### config.mk
export PLATFORM = sky130hd
export DESIGN_NAME = lfu_victim_selector
export DESIGN_NICKNAME = d
export VERILOG_FILES = /design/src/rtl/lfu_pkg.sv /design/src/rtl/lfu_min_cmp.sv /design/src/rtl/lfu_victim_selector.sv
export SDC_FILE = /design/constraint.sdc
export NUM_CORES = 1
export LEC_CHECK = 0
export CAP_MARGIN = 20
export CORE_ASPECT_RATIO = 1.1
export CORE_UTILIZATION = 54
export DETAILED_ROUTE_END_ITERATION = 6
export GPL_ROUTABILITY_DRIVEN = 0
export PLACE_DENSITY = 0.95
export SLEW_MARGIN = 20
export SYNTH_ARGS = -nofsm -noshare
export SYNTH_HDL_FRONTEND = slang
export SYNTH_SLANG_ARGS = --single-unit
### constraint.sdc
create_clock -name clk -period 5.06 [get_ports clk]
set_clock_uncertainty 0.1 [all_clocks]
set_input_delay 1.012 -clock clk [delete_from_list [all_inputs] [get_ports clk]]
set_output_delay 1.012 -clock clk [all_outputs]
set_load 0.1 [all_outputs]
### src/rtl/lfu_pkg.sv
// Shared types, default sizes and helpers for the LFU victim selector.
// Optional early exit on a zero count: define LFU_EARLY_EXIT_EN.
package lfu_pkg;

  localparam int LFU_ADDR_W    = 10;
  localparam int LFU_CNT_W     = 4;
  localparam int LFU_MAX_LINES = 64;
  localparam int LFU_IDX_W     = 6;

  typedef enum logic [1:0] {
    IDLE,
    SCAN,
    DRAIN,
    REPORT
  } lfu_state_e;

  function automatic logic [LFU_MAX_LINES-1:0] onehot(input logic [LFU_IDX_W-1:0] index);
    logic [LFU_MAX_LINES-1:0] v;
    v        = '0;
    v[index] = 1'b1;
    return v;
  endfunction

  // Callers pad unused upper bits with ones so they never win.
  function automatic logic [LFU_IDX_W-1:0] lowest_zero_index(input logic [LFU_MAX_LINES-1:0] mask);
    logic [LFU_IDX_W-1:0] r;
    r = '0;
    for (int i = LFU_MAX_LINES - 1; i >= 0; i--) begin
      if (!mask[i]) r = LFU_IDX_W'(i);
    end
    return r;
  endfunction

endpackage

### src/rtl/lfu_min_cmp.sv
// Running-minimum step for the LFU scan: keeps the smaller count, earlier line on a tie.
module lfu_min_cmp #(
  parameter int CNT_W = 4,
  parameter int IDX_W = 4
) (
  input  logic [CNT_W-1:0] cur_cnt,
  input  logic [IDX_W-1:0] cur_idx,
  input  logic [CNT_W-1:0] min_cnt,
  input  logic [IDX_W-1:0] min_idx,
  output logic [CNT_W-1:0] new_min_cnt,
  output logic [IDX_W-1:0] new_min_idx
);

  // Candidates arrive in ascending line order, so strict less-than keeps the lowest index on ties.
  always_comb begin
    new_min_cnt = min_cnt;
    new_min_idx = min_idx;
    if (cur_cnt < min_cnt) begin
      new_min_cnt = cur_cnt;
      new_min_idx = cur_idx;
    end
  end

endmodule

### src/rtl/lfu_victim_selector.sv
// Picks the least-frequently-used (or first invalid) cache line for eviction.
// Optional early exit on a zero count: define LFU_EARLY_EXIT_EN.
module lfu_victim_selector
  import lfu_pkg::*;
#(
  parameter int ADDR_W = LFU_ADDR_W,
  parameter int CNT_W  = LFU_CNT_W
) (
  input  logic              clk,
  input  logic              gen_reset,
  input  logic              req,
  input  logic [ADDR_W-1:0] valid_mask,
  output logic              busy,
  output logic              done,
  output logic [ADDR_W-1:0] victim_adress,
  output logic [CNT_W-1:0]  victim_count,
  output logic [ADDR_W-1:0] scan_adress,
  output logic              scan_count_read,
  input  logic [CNT_W-1:0]  count_in
);

  localparam int               IDX_W    = (ADDR_W > 1) ? $clog2(ADDR_W) : 1;
  localparam logic [IDX_W-1:0] LAST_IDX = IDX_W'(ADDR_W - 1);

  lfu_state_e               state;
  logic [IDX_W-1:0]         index;
  logic [IDX_W-1:0]         min_idx;
  logic [CNT_W-1:0]         min_cnt;
  logic                     shortcut_hold;
  logic [IDX_W-1:0]         cmp_idx;
  logic [IDX_W-1:0]         zero_idx;
  logic [CNT_W-1:0]         new_min_cnt;
  logic [IDX_W-1:0]         new_min_idx;
  logic [LFU_MAX_LINES-1:0] mask_ext;
  logic                     all_valid;
`ifdef LFU_EARLY_EXIT_EN
  logic                     zero_hit;
`endif

  always_comb begin
    mask_ext             = '1;
    mask_ext[ADDR_W-1:0] = valid_mask;
  end

  assign all_valid = &valid_mask;
  assign zero_idx  = IDX_W'(lowest_zero_index(mask_ext));

  // The counter answers one cycle late: in SCAN count_in lags the issued index, in DRAIN it is the last line.
  assign cmp_idx = (state == DRAIN) ? LAST_IDX : index - IDX_W'(1);

`ifdef LFU_EARLY_EXIT_EN
  assign zero_hit = (index != '0) && (count_in == '0);
`endif

  lfu_min_cmp #(
    .CNT_W(CNT_W),
    .IDX_W(IDX_W)
  ) u_min_cmp (
    .cur_cnt    (count_in),
    .cur_idx    (cmp_idx),
    .min_cnt    (min_cnt),
    .min_idx    (min_idx),
    .new_min_cnt(new_min_cnt),
    .new_min_idx(new_min_idx)
  );

  always_ff @(posedge clk) begin
    if (gen_reset) begin
      state           <= IDLE;
      busy            <= 1'b0;
      done            <= 1'b0;
      scan_count_read <= 1'b0;
      scan_adress     <= '0;
      victim_adress   <= '0;
      victim_count    <= '0;
      index           <= '0;
      min_cnt         <= '1;
      min_idx         <= '0;
      shortcut_hold   <= 1'b0;
    end else begin
      done <= 1'b0;
      case (state)
        IDLE: begin
          if (req) begin
            busy  <= 1'b1;
            index <= '0;
            if (all_valid) begin
              state           <= SCAN;
              min_cnt         <= '1;
              min_idx         <= '0;
              scan_count_read <= 1'b1;
              scan_adress     <= ADDR_W'(onehot(LFU_IDX_W'(0)));
            end else begin
              state         <= REPORT;
              shortcut_hold <= 1'b1;
              min_cnt       <= '0;
              min_idx       <= zero_idx;
            end
          end
        end

        SCAN: begin
          if (index != '0) begin
            min_cnt <= new_min_cnt;
            min_idx <= new_min_idx;
          end
`ifdef LFU_EARLY_EXIT_EN
          if (zero_hit) begin
            state           <= REPORT;
            scan_count_read <= 1'b0;
            scan_adress     <= '0;
          end else
`endif
          if (index == LAST_IDX) begin
            state           <= DRAIN;
            scan_count_read <= 1'b0;
            scan_adress     <= '0;
          end else begin
            index       <= index + IDX_W'(1);
            scan_adress <= ADDR_W'(onehot(LFU_IDX_W'(index + IDX_W'(1))));
          end
        end

        DRAIN: begin
          min_cnt <= new_min_cnt;
          min_idx <= new_min_idx;
          state   <= REPORT;
        end

        REPORT: begin
          // An invalid-line pick spends one extra REPORT cycle so done lands two edges after the request.
          if (shortcut_hold) begin
            shortcut_hold <= 1'b0;
          end else begin
            done          <= 1'b1;
            busy          <= 1'b0;
            victim_adress <= ADDR_W'(onehot(LFU_IDX_W'(min_idx)));
            victim_count  <= min_cnt;
            state         <= IDLE;
          end
        end

        default: state <= IDLE;
      endcase
    end
  end

endmodule

After elaboration in Yosys (flattened, before gate mapping). Cells that the tools add are included.

Bits in registers: 42. Bits of input ports: 17.

$add $sub $neg: 3. Order comparisons: 5. Equality and inequality tests: 11. Mux-type cells: 48. Bitwise gates (word level): 2. Reductions and logical operators: 17.

Operators with widths (number): two-way mux 4 bit (21); two-way mux 10 bit (3); case mux 4 bit (3 select lines) (2); case mux 10 bit (2 select lines) (1); AND reduction 3 bit (6); inequality test 2 bit (second input constant) (7); two-way mux 1 bit (10); AND reduction 10 bit (1); two-way mux 2 bit (4); case mux 2 bit (4 select lines) (1); case mux 4 bit (2 select lines) (1); less-than comparator 4 x 7 -> 1 bit (second input constant) (1); less-than comparator 5 x 7 -> 1 bit (second input constant) (1); demux 1 bit (select 6 bit) (1); case mux 1 bit (2 select lines) (3); adder 4 x 1 -> 5 bit (second input constant) (1); greater-or-equal comparator 5 x 1 -> 1 bit (second input constant) (1); adder 4 x 1 -> 4 bit (second input constant) (1); demux 1 bit (select 4 bit) (1); equality test 2 bit (second input constant) (2); equality test 4 bit (second input constant) (1); greater-or-equal comparator 4 x 1 -> 1 bit (second input constant) (1); less-than comparator 4 bit (1); AND reduction 4 bit (1); 10 further kinds (13).

Depth between registers and ports, before layout.
Depth in word-level cells: 13. Depth in mapped cells: 9. Mapped depth without buffers: 7.

Cells and area by module. Synthesis repeated with hierarchy kept, for this count alone.

Cell total of the unflattened synthesis: 273. Area total of the unflattened synthesis: 2279.7 um^2.

By module, submodules not included: lfu_victim_selector (instances 1, cells each 254, area each 2114.5 um^2); lfu_min_cmp (instances 1, cells each 19, area each 165.2 um^2).

Least setup slack after synthesis. OpenSTA, ideal clock, no wires.

Path type: in2reg. Start: input port count_in[2]. End: register min_idx[2]. Setup time: 0.132 ns. Data arrival time: 2.178 ns. Required time: 4.828 ns. Setup slack: 2.650 ns. Stages: 7. Buffers on the path: 1. Path through: ha_1 a21o_1 a31oi_1 o211ai_1 buf_2 a221oi_1 nor3_1.

Cells in the longest elaborated chain, start to end: 4.

RTL lines: from (decl) (line lfu_victim_selector.sv:19) `input logic [CNT_W-1:0] count_in`; less-than comparator 4 bit (*) (line lfu_min_cmp.sv:18) `if (cur_cnt < min_cnt) begin`; two-way mux 4 bit (*) (line lfu_min_cmp.sv:18); two-way mux 4 bit (line lfu_victim_selector.sv:103) `if (index != '0) begin`; case mux 4 bit (3 select lines) (*) (line lfu_victim_selector.sv:82) `case (state)`; to (signal assigned) (line lfu_victim_selector.sv:97) `min_idx <= zero_idx;`; to (signal assigned) (line lfu_victim_selector.sv:105) `min_idx <= new_min_idx;`; to (signal assigned) (line lfu_victim_selector.sv:126) `min_idx <= new_min_idx;`; to (decl) (line lfu_victim_selector.sv:27) `logic [IDX_W-1:0] min_idx;`.

Every way passes the cells marked *; elsewhere a longest branch is shown, timed or not. The select of a mux whose other input is x is not followed. A chain may end at the register's enable or synchronous reset.

Worst setup path after layout.
Start: input port count_in[2]. End: register min_idx[3].

The elaborated chain is that of the path after synthesis.

==> results.json <==
{
  "max_freq_mhz": 339,
  "timing.setup.critical_path_class": "input pin to register",
  "synthDistinctLibCells": 49,
  "synth-edff-count": 0,
  "route.antenna.remaining_nets": 0,
  "die_h_um": 69.8,
  "drt_wl_total_um": 5060,
  "final_tns_setup_ns": 0,
  "detailed_place.area_um2": 2660,
  "cts_setup_buffers": 0,
  "post-dp-hpwl_um": 3820,
  "placement_rows": 24,
  "floorplan.initialDensity_pct": 56.6,
  "ys_seq_elements": 42,
  "hold_violations": 0,
  "die_outline_area_um2": 4450,
  "postLayoutCoreUtil_pct": 68.9,
  "slew_violations": 0,
  "via_count_of_the_first_global_routing_pass": 2010,
  "drv.max_cap_violation_count": 0,
  "antennaDiodeCount": 0,
  "clock_latency_ns": 0.29,
  "finalCritPeriodShare_pct": 58.4,
  "run_status": "complete, no violations",
  "antenna_found_initial": 0,
  "routed_via_density": 5.78,
  "cp.arrival_ns": 3.06,
  "timing.critical_path.fanout_max": 11,
  "drc_errors": 0,
  "ctsResizeCount": 0,
  "timing.critical_path.from_type": "input pin",
  "grt_pass1_wl_um": 8740,
  "cts-root-buf": "clkbuf_8",
  "timing.critical_path.required_ns": 5.17,
  "grt_max_degree": 30,
  "clock_sinks": 42,
  "power.leakage_nw": 1.03,
  "worst-slew-pin-transition_ns": 0.966,
  "clkSlewWorstSetupHoldPaths_ns": 0.07,
  "final_area_um2": 2750,
  "post_cts_hold_buffer_count": 0,
  "grt_util_all_layers_pct": 24.9,
  "placed_cells_incl_taps": 356,
  "final-setup-viol-count": 0,
  "synth_cells": 275,
  "cts-htree-levels": 2,
  "placement.setup.worst_slack_ns": 1.85,
  "detailroute.via_count": 2105,
  "synthArstFlopShare_pct": 0,
  "num-fill-cells": 307,
  "globalRouteOverflowTotal": 0,
  "synth_flop_cell": "dfxtp_1",
  "setup_ws_ns": 2.11,
  "unrepaired_setup_endpoints_after_global_routing": "false",
  "synth_warnings": 0,
  "synth-seq-area-share_pct": 37.2,
  "syn_area_um2": 2260,
  "synthesized_netlist_net_count": 307,
  "fp.dieW_um": 63.7,
  "core_area_um2": 3990,
  "port_buffers": 43,
  "power_density_nw_per_um2": 459,
  "final_cells": 364,
  "fin_nets": 343,
  "power.ir.vdd_worst_mv": 0.202,
  "wire_per_inst_um": 13.9,
  "post_route_cells_drive_above_1_share_pct": 5.13,
  "areaGrowthSynthToFinish_pct": 21.8,
  "critical_path.endpoint_type": "register",
  "cts_tree": "yes",
  "clk_path_buf_depth": 2,
  "cts_made_buffers": 5,
  "io_pins": 44,
  "syn_area_per_cell_um2": 8.22,
  "worst_slew_margin_rel_pct": 35.4,
  "hp-class": "register to register",
  "first_iter_violations": 210,
  "detailed_routing_iteration_count_for_the_pre_antenna_repair_pass": 4,
  "tmin_final_ns": 2.95
}
sequential cells by signal, indices dropped and copies added (netlist names), 2 cells and up:
register,cells
state,2
victim_adress,10
index,4
scan_adress,10
min_cnt,4
min_idx,4
victim_count,4
path summary, 6_finish.rpt:
path / to / startpoint / slack [ns] / depth (start not counted)
worst max register to register: min_idx[2] / state[1] / 2.51 / 7
worst max-delay path: min_idx[3] / count_in[2] / 2.11 / 7
worst min register to register: victim_adress[2] / victim_adress[2] / 0.35 / 2
worst min-delay path: victim_adress[2] / victim_adress[2] / 0.35 / 2
layer usage:
metal  vias to the layer above  GRT usage, %  part of all wire [%]
met2                        82          42.7                    53
met1                       974          28.9                    40
met3                        13          4.44                   4.6
li1                       1036             -                     -
met5                         -             0                     0
met4                         0          13.4                   2.4
metrics by stage:
stage               hold WS, ns  total power [mW]
floorplan                 0.345             0.921
global placement          0.338              1.02
detailed placement        0.344              1.04
CTS                       0.354              1.26
global route              0.379              1.35
finish                    0.353              1.26
placed cells by master, fill, tap and decap left out, drive strengths merged, types with 5 or more instances in the layout:
| master | instances |
|---|---|
| nor2b | 11 |
| dfxtp | 42 |
| nand2 | 35 |
| nor3 | 7 |
| o21ai | 6 |
| o32ai | 5 |
| nor2 | 36 |
| clkdlybuf4s50 | 43 |
| a22oi | 9 |
| ha | 15 |
| a21oi | 23 |
| clkbuf | 7 |
| inv | 17 |
| nand4 | 6 |
worst max-delay path, stage by stage:
cell             delay (ns)
clkdlybuf4s50_1        0.42
ha_1                   0.30
a21o_1                 0.11
a31oi_1                0.04
o211ai_1               0.78
a31oi_1                0.12
a221oi_2               0.27
synthesized netlist by cell type, drive strengths merged (2+ instances only):
master | number | area share [%]
a211oi | 3 | 1.0
a21boi | 2 | 0.66
a21oi | 23 | 5.1
a221oi | 2 | 1.1
a22o | 2 | 0.78
a22oi | 9 | 3.0
a311oi | 2 | 1.1
a31oi | 4 | 1.1
a32oi | 4 | 1.6
buf | 7 | 2.8
clkbuf | 7 | 1.2
dfxtp | 42 | 37
ha | 15 | 8.3
inv | 17 | 2.8
mux2i | 2 | 0.89
nand2 | 35 | 5.8
nand2b | 3 | 0.83
nand3 | 4 | 0.89
nand4 | 6 | 2.2
nor2 | 36 | 6.1
nor2b | 11 | 3.0
nor3 | 7 | 1.6
o21a | 3 | 1.0
o21ai | 6 | 1.8
o32ai | 5 | 1.9
xnor2 | 2 | 0.78
kinds of logic (layout without fill, tap and decap cells):
| logic type | after synthesis | after routing | share of synthesized area [%] |
|---|---|---|---|
| AO/OA/AOI/OAI | 70 | 70 | 21.8 |
| XOR/XNOR | 2 | 2 | 0.775 |
| adder cells (fa/ha/maj) | 15 | 15 | 8.31 |
| buffers and inverters | 32 | 69 | 7.31 |
| flip-flops | 42 | 42 | 37.2 |
| multiplexers | 3 | 3 | 1.38 |
| AND/OR/NAND/NOR | 111 | 111 | 23.2 |
power by group:
part / switching (mW) / total [mW] / internal [mW]
clock: 0.107 / 0.217 / 0.110
sequential: 0.0516 / 0.436 / 0.384
combinational: 0.405 / 0.609 / 0.204
total: 0.564 / 1.26 / 0.698
area by class of cell:
cell class,count,area (um^2),area share [%]
inverters,17,63.8,2.32
well taps,52,65.1,2.36
clock inverters,1,5.00,0.182
clock buffers,7,86.3,3.14
multi-input cells,201,1250,45.5
flip-flops and latches,42,841,30.5
repair buffers,44,438,15.9
Note: power is estimated with default switching activity, not from simulation.
